--- src/rtl/tt_slice_arbiter.sv ---
// Round-robin, time-sliced arbiter sharing one 8-bit output bus among 4 lanes.
// Each grant is bounded by a slice counter and followed by a one-cycle dead gap.
module tt_slice_arbiter #(
    parameter int                CNT_W        = 24,
    parameter logic [CNT_W-1:0]  SLICE_CYCLES = 24'd10_000_000
) (
    input  logic        i_clk,
    input  logic        i_rst_n,
    input  logic        i_ena,
    input  logic [3:0]  i_req,
    input  logic [3:0]  i_done,
    input  logic [31:0] i_lane_data,
    output logic [3:0]  o_gnt,
    output logic [7:0]  o_bus_out,
    output logic        o_busy,
    output logic        o_timeout
);

    typedef enum logic [1:0] {
        IDLE  = 2'd0,
        GRANT = 2'd1,
        GAP   = 2'd2
    } state_t;

    localparam logic [CNT_W-1:0] LP_LAST = SLICE_CYCLES - 1'b1;

    state_t           r_state, w_state_nxt;
    logic [3:0]       r_gnt, w_gnt_nxt;
    logic [CNT_W-1:0] r_cnt, w_cnt_nxt;
    logic [1:0]       r_ptr, w_ptr_nxt;
    logic [1:0]       r_owner, w_owner_nxt;
    logic             r_timeout, w_timeout_nxt;

    logic [1:0]       w_sel;
    logic [1:0]       w_idx;
    logic             w_found;
    logic             w_rel;
    logic             w_exp;

    // First requesting lane at or after ptr, wrapping modulo 4
    always_comb begin
        w_sel   = 2'd0;
        w_idx   = 2'd0;
        w_found = 1'b0;
        for (int k = 0; k < 4; k++) begin
            w_idx = r_ptr + 2'(k);
            if (!w_found && i_req[w_idx]) begin
                w_found = 1'b1;
                w_sel   = w_idx;
            end
        end
    end

    assign w_rel = i_done[r_owner] | ~i_req[r_owner];
    assign w_exp = (r_cnt == LP_LAST) & ~w_rel;

    always_comb begin
        w_state_nxt   = r_state;
        w_gnt_nxt     = r_gnt;
        w_cnt_nxt     = r_cnt;
        w_ptr_nxt     = r_ptr;
        w_owner_nxt   = r_owner;
        w_timeout_nxt = r_timeout;
        if (i_ena) begin
            unique case (r_state)
                IDLE: begin
                    w_timeout_nxt = 1'b0;
                    if (w_found) begin
                        w_state_nxt = GRANT;
                        w_gnt_nxt   = 4'b0001 << w_sel;
                        w_owner_nxt = w_sel;
                        w_cnt_nxt   = '0;
                    end
                end
                GRANT: begin
                    if (w_rel || w_exp) begin
                        w_state_nxt   = GAP;
                        w_gnt_nxt     = 4'b0000;
                        w_ptr_nxt     = r_owner + 2'd1;
                        w_timeout_nxt = w_exp;
                    end else begin
                        w_cnt_nxt = r_cnt + 1'b1;
                    end
                end
                GAP: begin
                    w_state_nxt   = IDLE;
                    w_timeout_nxt = 1'b0;
                end
                default: begin
                    w_state_nxt   = IDLE;
                    w_gnt_nxt     = 4'b0000;
                    w_cnt_nxt     = '0;
                    w_timeout_nxt = 1'b0;
                end
            endcase
        end
    end

    always_ff @(posedge i_clk or negedge i_rst_n) begin
        if (!i_rst_n) begin
            r_state   <= IDLE;
            r_gnt     <= 4'b0000;
            r_cnt     <= '0;
            r_ptr     <= 2'd0;
            r_owner   <= 2'd0;
            r_timeout <= 1'b0;
        end else begin
            r_state   <= w_state_nxt;
            r_gnt     <= w_gnt_nxt;
            r_cnt     <= w_cnt_nxt;
            r_ptr     <= w_ptr_nxt;
            r_owner   <= w_owner_nxt;
            r_timeout <= w_timeout_nxt;
        end
    end

    // Bus is a plain AND-OR mux on the registered one-hot grant
    always_comb begin
        o_bus_out = 8'h00;
        for (int i = 0; i < 4; i++) begin
            o_bus_out = o_bus_out | ({8{r_gnt[i]}} & i_lane_data[8*i +: 8]);
        end
    end

    assign o_gnt     = r_gnt;
    assign o_busy    = (r_state == GRANT);
    assign o_timeout = r_timeout;

endmodule

--- config.mk ---
export PLATFORM = sky130hd
export DESIGN_NAME = tt_slice_arbiter
export DESIGN_NICKNAME = d
export VERILOG_FILES = /design/src/rtl/tt_slice_arbiter.sv
export SDC_FILE = /design/constraint.sdc
export NUM_CORES = 1
export LEC_CHECK = 0
export CAP_MARGIN = 20
export CORE_MARGIN = 5
export CORE_UTILIZATION = 49
export DETAILED_ROUTE_END_ITERATION = 10
export GPL_TIMING_DRIVEN = 0
export PLACE_DENSITY = 0.81
export SYNTH_ARGS = -nofsm -noshare
export SYNTH_HDL_FRONTEND = slang
export SYNTH_SLANG_ARGS = --single-unit
--- constraint.sdc ---
create_clock -name i_clk -period 2.46 [get_ports i_clk]
set_clock_uncertainty 0.05 [all_clocks]
set_input_delay 0.615 -clock i_clk [delete_from_list [all_inputs] [get_ports i_clk]]
set_output_delay 0.615 -clock i_clk [all_outputs]
set_load 0.01 [all_outputs]
# Word level (Yosys, flattened, before mapping)
# Cells that the tools add are included.
# word_totals
ff_bits	35
inputBits	43
output_inout_bits	14
wordCells	80
# op_classes
addsub	5
magnitude_cmp	5
eq_ne	6
shifts	1
muxes	31
bitwise	12
n_reduce_logical	14
# op_table
op	n
one-hot mux 24 bit (3 select lines)	1
two-way mux 24 bit	2
AND 8 bit	4
adder 24 x 1 -> 24 bit (second input constant)	1
equality test 24 bit (second input constant)	1
bitwise OR 8 bit	3
less-than comparator 2 x 3 -> 1 bit (second input constant)	5
binary-select mux 1 bit (select 2 bit)	6
two-way mux 1 bit	12
two-way mux 2 bit	6
one-hot mux 4 bit (3 select lines)	1
AND reduction 3 bit	3
two-way mux 4 bit	2
AND reduction 4 bit	2
adder 2 x 1 -> 2 bit (second input constant)	2
adder 2 bit (second input constant)	2
!= test 2 bit (second input constant)	2
one-hot mux 2 bit (2 select lines)	1
<< shifter 1 x 2 -> 4 bit (first input constant)	1
logical AND 1 bit	3
zero test 1 bit	3
NOT 1 bit	3
equality test 2 x 1 -> 1 bit (second input constant)	1
equality test 2 bit (second input constant)	1
other kinds (6)	6

# Logic depth before layout (Yosys ltp)
# logic_depth
word_depth	15
depth_mapped	10
ltp_nobuf	8

# Least setup slack after synthesis
# No wires, ideal clock.
# synth_path
path_kind	input port to flip-flop
start	in i_req[0]
end	reg r_cnt[17]
setup_ns	0.140
t_arrival_ns	1.941
required_time_ns	2.270
setup_slack_ns	0.330
stages	6
path_buffers	0
cell_sequence	inv_1 -> o41a_1 -> and2_1 -> or2_2 -> o311ai_0 -> o41ai_1
# synth_between
elab_chain_len	14
elab_cells_between_ends	28
cone_classes	eq/ne (2); mux (14); bitwise (4); reduce/logical (8)
# synth_lines
element	line	text
from (decl)	10	input logic [3:0] i_req,
binary-select mux 1 bit (select 2 bit)	47	if (!w_found && i_req[w_idx]) begin
two-way mux 1 bit (implied by the code)	47	
two-way mux 1 bit	47	
zero test 1 bit	47	
logical AND 1 bit	47	
two-way mux 1 bit	47	
zero test 1 bit	47	
logical AND 1 bit	47	
two-way mux 1 bit	47	
zero test 1 bit	47	
logical AND 1 bit	47	
two-way mux 1 bit	47	
!= test 2 bit (no source line)	--	
AND reduction 4 bit (no source line) (*)	--	
to (signal assigned)	110	r_cnt <= w_cnt_nxt;
to (decl)	29	logic [CNT_W-1:0] r_cnt, w_cnt_nxt;
# Mark *: on every way between the ends. The rest lies on a longest branch, timed or not. The select of a mux whose other input is x is not followed.
# A chain may end at the register's enable or synchronous reset.

# Final worst setup path
# layout_path
start	in i_req[2]
end	reg r_cnt[23]
# The elaborated chain is that of the path after synthesis.

==> results.json <==
{
  "synth-edff-count": 0,
  "n_antenna_cell": 0,
  "drtIter0Drc": 103,
  "antenna_found_initial": 0,
  "root_buffer": "clkbuf_8",
  "fin_area_um2": 2900,
  "cts.sinks": 35,
  "hold_viol": 0,
  "ir_worst_vdd_mv": 0.587,
  "setup_viol": 0,
  "start_kind": "primary input",
  "multiInputGateArea_um2": 1200,
  "fmax_mhz": 413,
  "drc_errors": 0,
  "die_area_um2": 5800,
  "via_per_inst": 5.99,
  "critPathArrivalTime_ns": 2.58,
  "m1WireLength_mm": 2.84,
  "power_frac_comb": 0.524,
  "crit_type": "in -> reg",
  "clk_pin_slew_ns": 0.07,
  "design.core.area_um2": 4290,
  "status": "finished clean",
  "grt_pass1_wl_mm": 10.1,
  "fin_crit_sh": 0.984,
  "syn-cell-area_um2": 2140,
  "drt_wl_total_mm": 6.13,
  "synth_ff_type": "dfrtp_1",
  "insertion_delay_ns": 0.28,
  "p_sw_mw": 0.979,
  "top_layer": "met4",
  "p_int_mw": 1.44,
  "nets": 355,
  "holdWs_ns": 0.358,
  "dr.pass1.iters": 4,
  "cap_violations": 0,
  "min_path_type": "in -> async",
  "post-place-ws_ns": -0.491,
  "wl_met3_um": 357,
  "start_util": 0.499,
  "synth_area_per_cell_um2": 8.61,
  "worst_slack_ns": 0.0382,
  "ant_nets": 0,
  "dieHeight_um": 76.2,
  "cpPeakStageDelay_ns": 0.51,
  "wl_met2_mm": 2.89,
  "seqPwrFrac": 0.323,
  "holdBufCountCts": 0,
  "synthCells": 249,
  "first_global_vias": 2089,
  "synth_most_common_cell": "dfrtp_1",
  "syn_nets": 293,
  "cp_slowest_cell": "clkdlybuf4s50_1",
  "dp_hpwl_mm": 4.58,
  "io_pins": 57,
  "cts_tree": "done",
  "nFillCells": 370,
  "htreeDepth": 2,
  "power.leakage_nw": 1.22,
  "io_buffer_count": 55,
  "gr-usage-all-layers": 0.206,
  "rows": 24,
  "grt_remaining_overflow": 0,
  "netlist_top_cells_count": "dfrtp_1, nand2_1, a21oi_1",
  "ff_latch_area_um2": 876,
  "wl_per_cell_um": 16.9,
  "cp.required_ns": 2.62,
  "cp-end-kind": "flop",
  "yosys_warnings": 0,
  "slew_viol_final": 0,
  "fp.dieW_um": 76.2,
  "seq_area_frac_synth": 0.408,
  "grt_max_degree": 36,
  "globalplace.congestion": 0.828,
  "postPlaceCellArea_um2": 2760,
  "synth_area_leaders": "dfrtp_1, nand2_1, a22oi_1",
  "numCtsBuffers": 5,
  "crit_chain": "clkdlybuf4s50_1 > nor4bb_1 > a31oi_1 > nand2_1 > o211ai_4 > buf_4 > or4_1 > a21oi_1",
  "cp_max_fo": 6,
  "p_clk_frac": 0.153,
  "num_vias": 2168,
  "ys_ff_latch": 35,
  "max_slew_margin": 0.481,
  "period_minus_slack_ns": 2.42,
  "syn2layout_area_growth_pct": 35.0,
  "cts_max_path_buffers": 2,
  "synth_top_cell_by_area": "dfrtp_1",
  "switching_share": 0.405,
  "p_per_area_nw_per_um2": 835,
  "drive_above_1_share": 0.0903,
  "synth_top_area_frac": 0.408,
  "tightest_slew_ns": 0.778,
  "async_reset_ff_frac": 1.00,
  "synthDistinctLibCells": 46
}
## layout by cell type (no fill, tap or decap), drive strengths merged, types with 8 or more instances in the layout
cell            n
clkdlybuf4s50  43
dfrtp          35
nand2          34
o21ai          19
a21oi          18
nor2           17
a22oi          16
inv            12
nand3          12
clkbuf         11
o31ai           9
or3             9
nand4           8
## cell families (layout without fill, tap and decap cells)
logic type                 after synthesis  in the layout  share of synthesized area
AOI/OAI and AO/OA                       85             85                      0.264
xor gates and xnor gates                 1              1                    0.00408
adders and majority gates                1              1                    0.00583
buffers and inverters                   23             84                     0.0543
DFF                                     35             35                      0.408
muxes                                    2              2                    0.00934
and+or+nand+nor                        102            102                      0.254
## state kept, by name, indices dropped and copies added, names as in the netlist
signal	flops
o_timeout	1
r_cnt	24
r_state	2
r_ptr	2
r_owner	2
o_gnt	4
## final cells by class
type | instances | share of cell area
well taps | 52 | 0.0225
repair buffers | 58 | 0.201
inverters | 12 | 0.0156
flip-flops and latches | 35 | 0.303
plain buffers | 8 | 0.0207
multi-input cells | 191 | 0.413
clock buffers | 6 | 0.0251
## through the flow
step / setup TNS, ns / utilization / power, mW / cells
3_5_place_dp: -10.42 / 0.642 / 2.04 / 356
3_3_place_gp: -9.80 / 0.643 / 2.01 / 356
6_report: 0 / 0.674 / 2.42 / 362
2_1_floorplan: 0 / - / 1.48 / 249
5_1_grt: -0.0503 / 0.674 / 2.59 / 362
4_1_cts: 0 / 0.663 / 2.42 / 362
## what timing repair did
item | 4_1_cts | 5_1_grt
resized for setup | 10 | 12
setup buffers | 0 | 3
pin swaps | 1 | 1
setup endpoints to repair | 25 | 31
## path summary, 6_finish.rpt
kind	from	end	slack [ns]	depth (start not counted)
setup / recovery	i_req[2]	r_cnt[23]	0.04	8
hold / removal	i_rst_n	r_cnt[6]	0.36	1
setup reg to reg	r_cnt[0]	r_cnt[2]	0.12	9
hold reg to reg	r_cnt[10]	r_cnt[10]	0.46	1
max in group asynchronous	i_rst_n	r_cnt[15]	1.50	1
min in group i_clk	r_cnt[10]	r_cnt[10]	0.46	1
## routing by layer
metal,track usage,vias to the layer above
met1,0.284,1027
met4,0.0524,0
met5,0,-
li1,-,1066
met3,0.0366,4
met2,0.334,71
## critical path: cells and delay by family
kind	cells	cell delay [ns]
simple gates	3	0.91
compound gates	3	0.38
buf+inv	2	0.67
## power by group through the flow
stage,registers (mW),clock network (mW),logic [mW]
floorplan,0.737,0,0.741
global placement,0.730,0,1.28
detailed placement,0.734,0,1.30
CTS,0.724,0.378,1.31
global route,0.799,0.402,1.39
finish,0.780,0.370,1.27
Note: power is estimated with default switching activity, not from simulation.
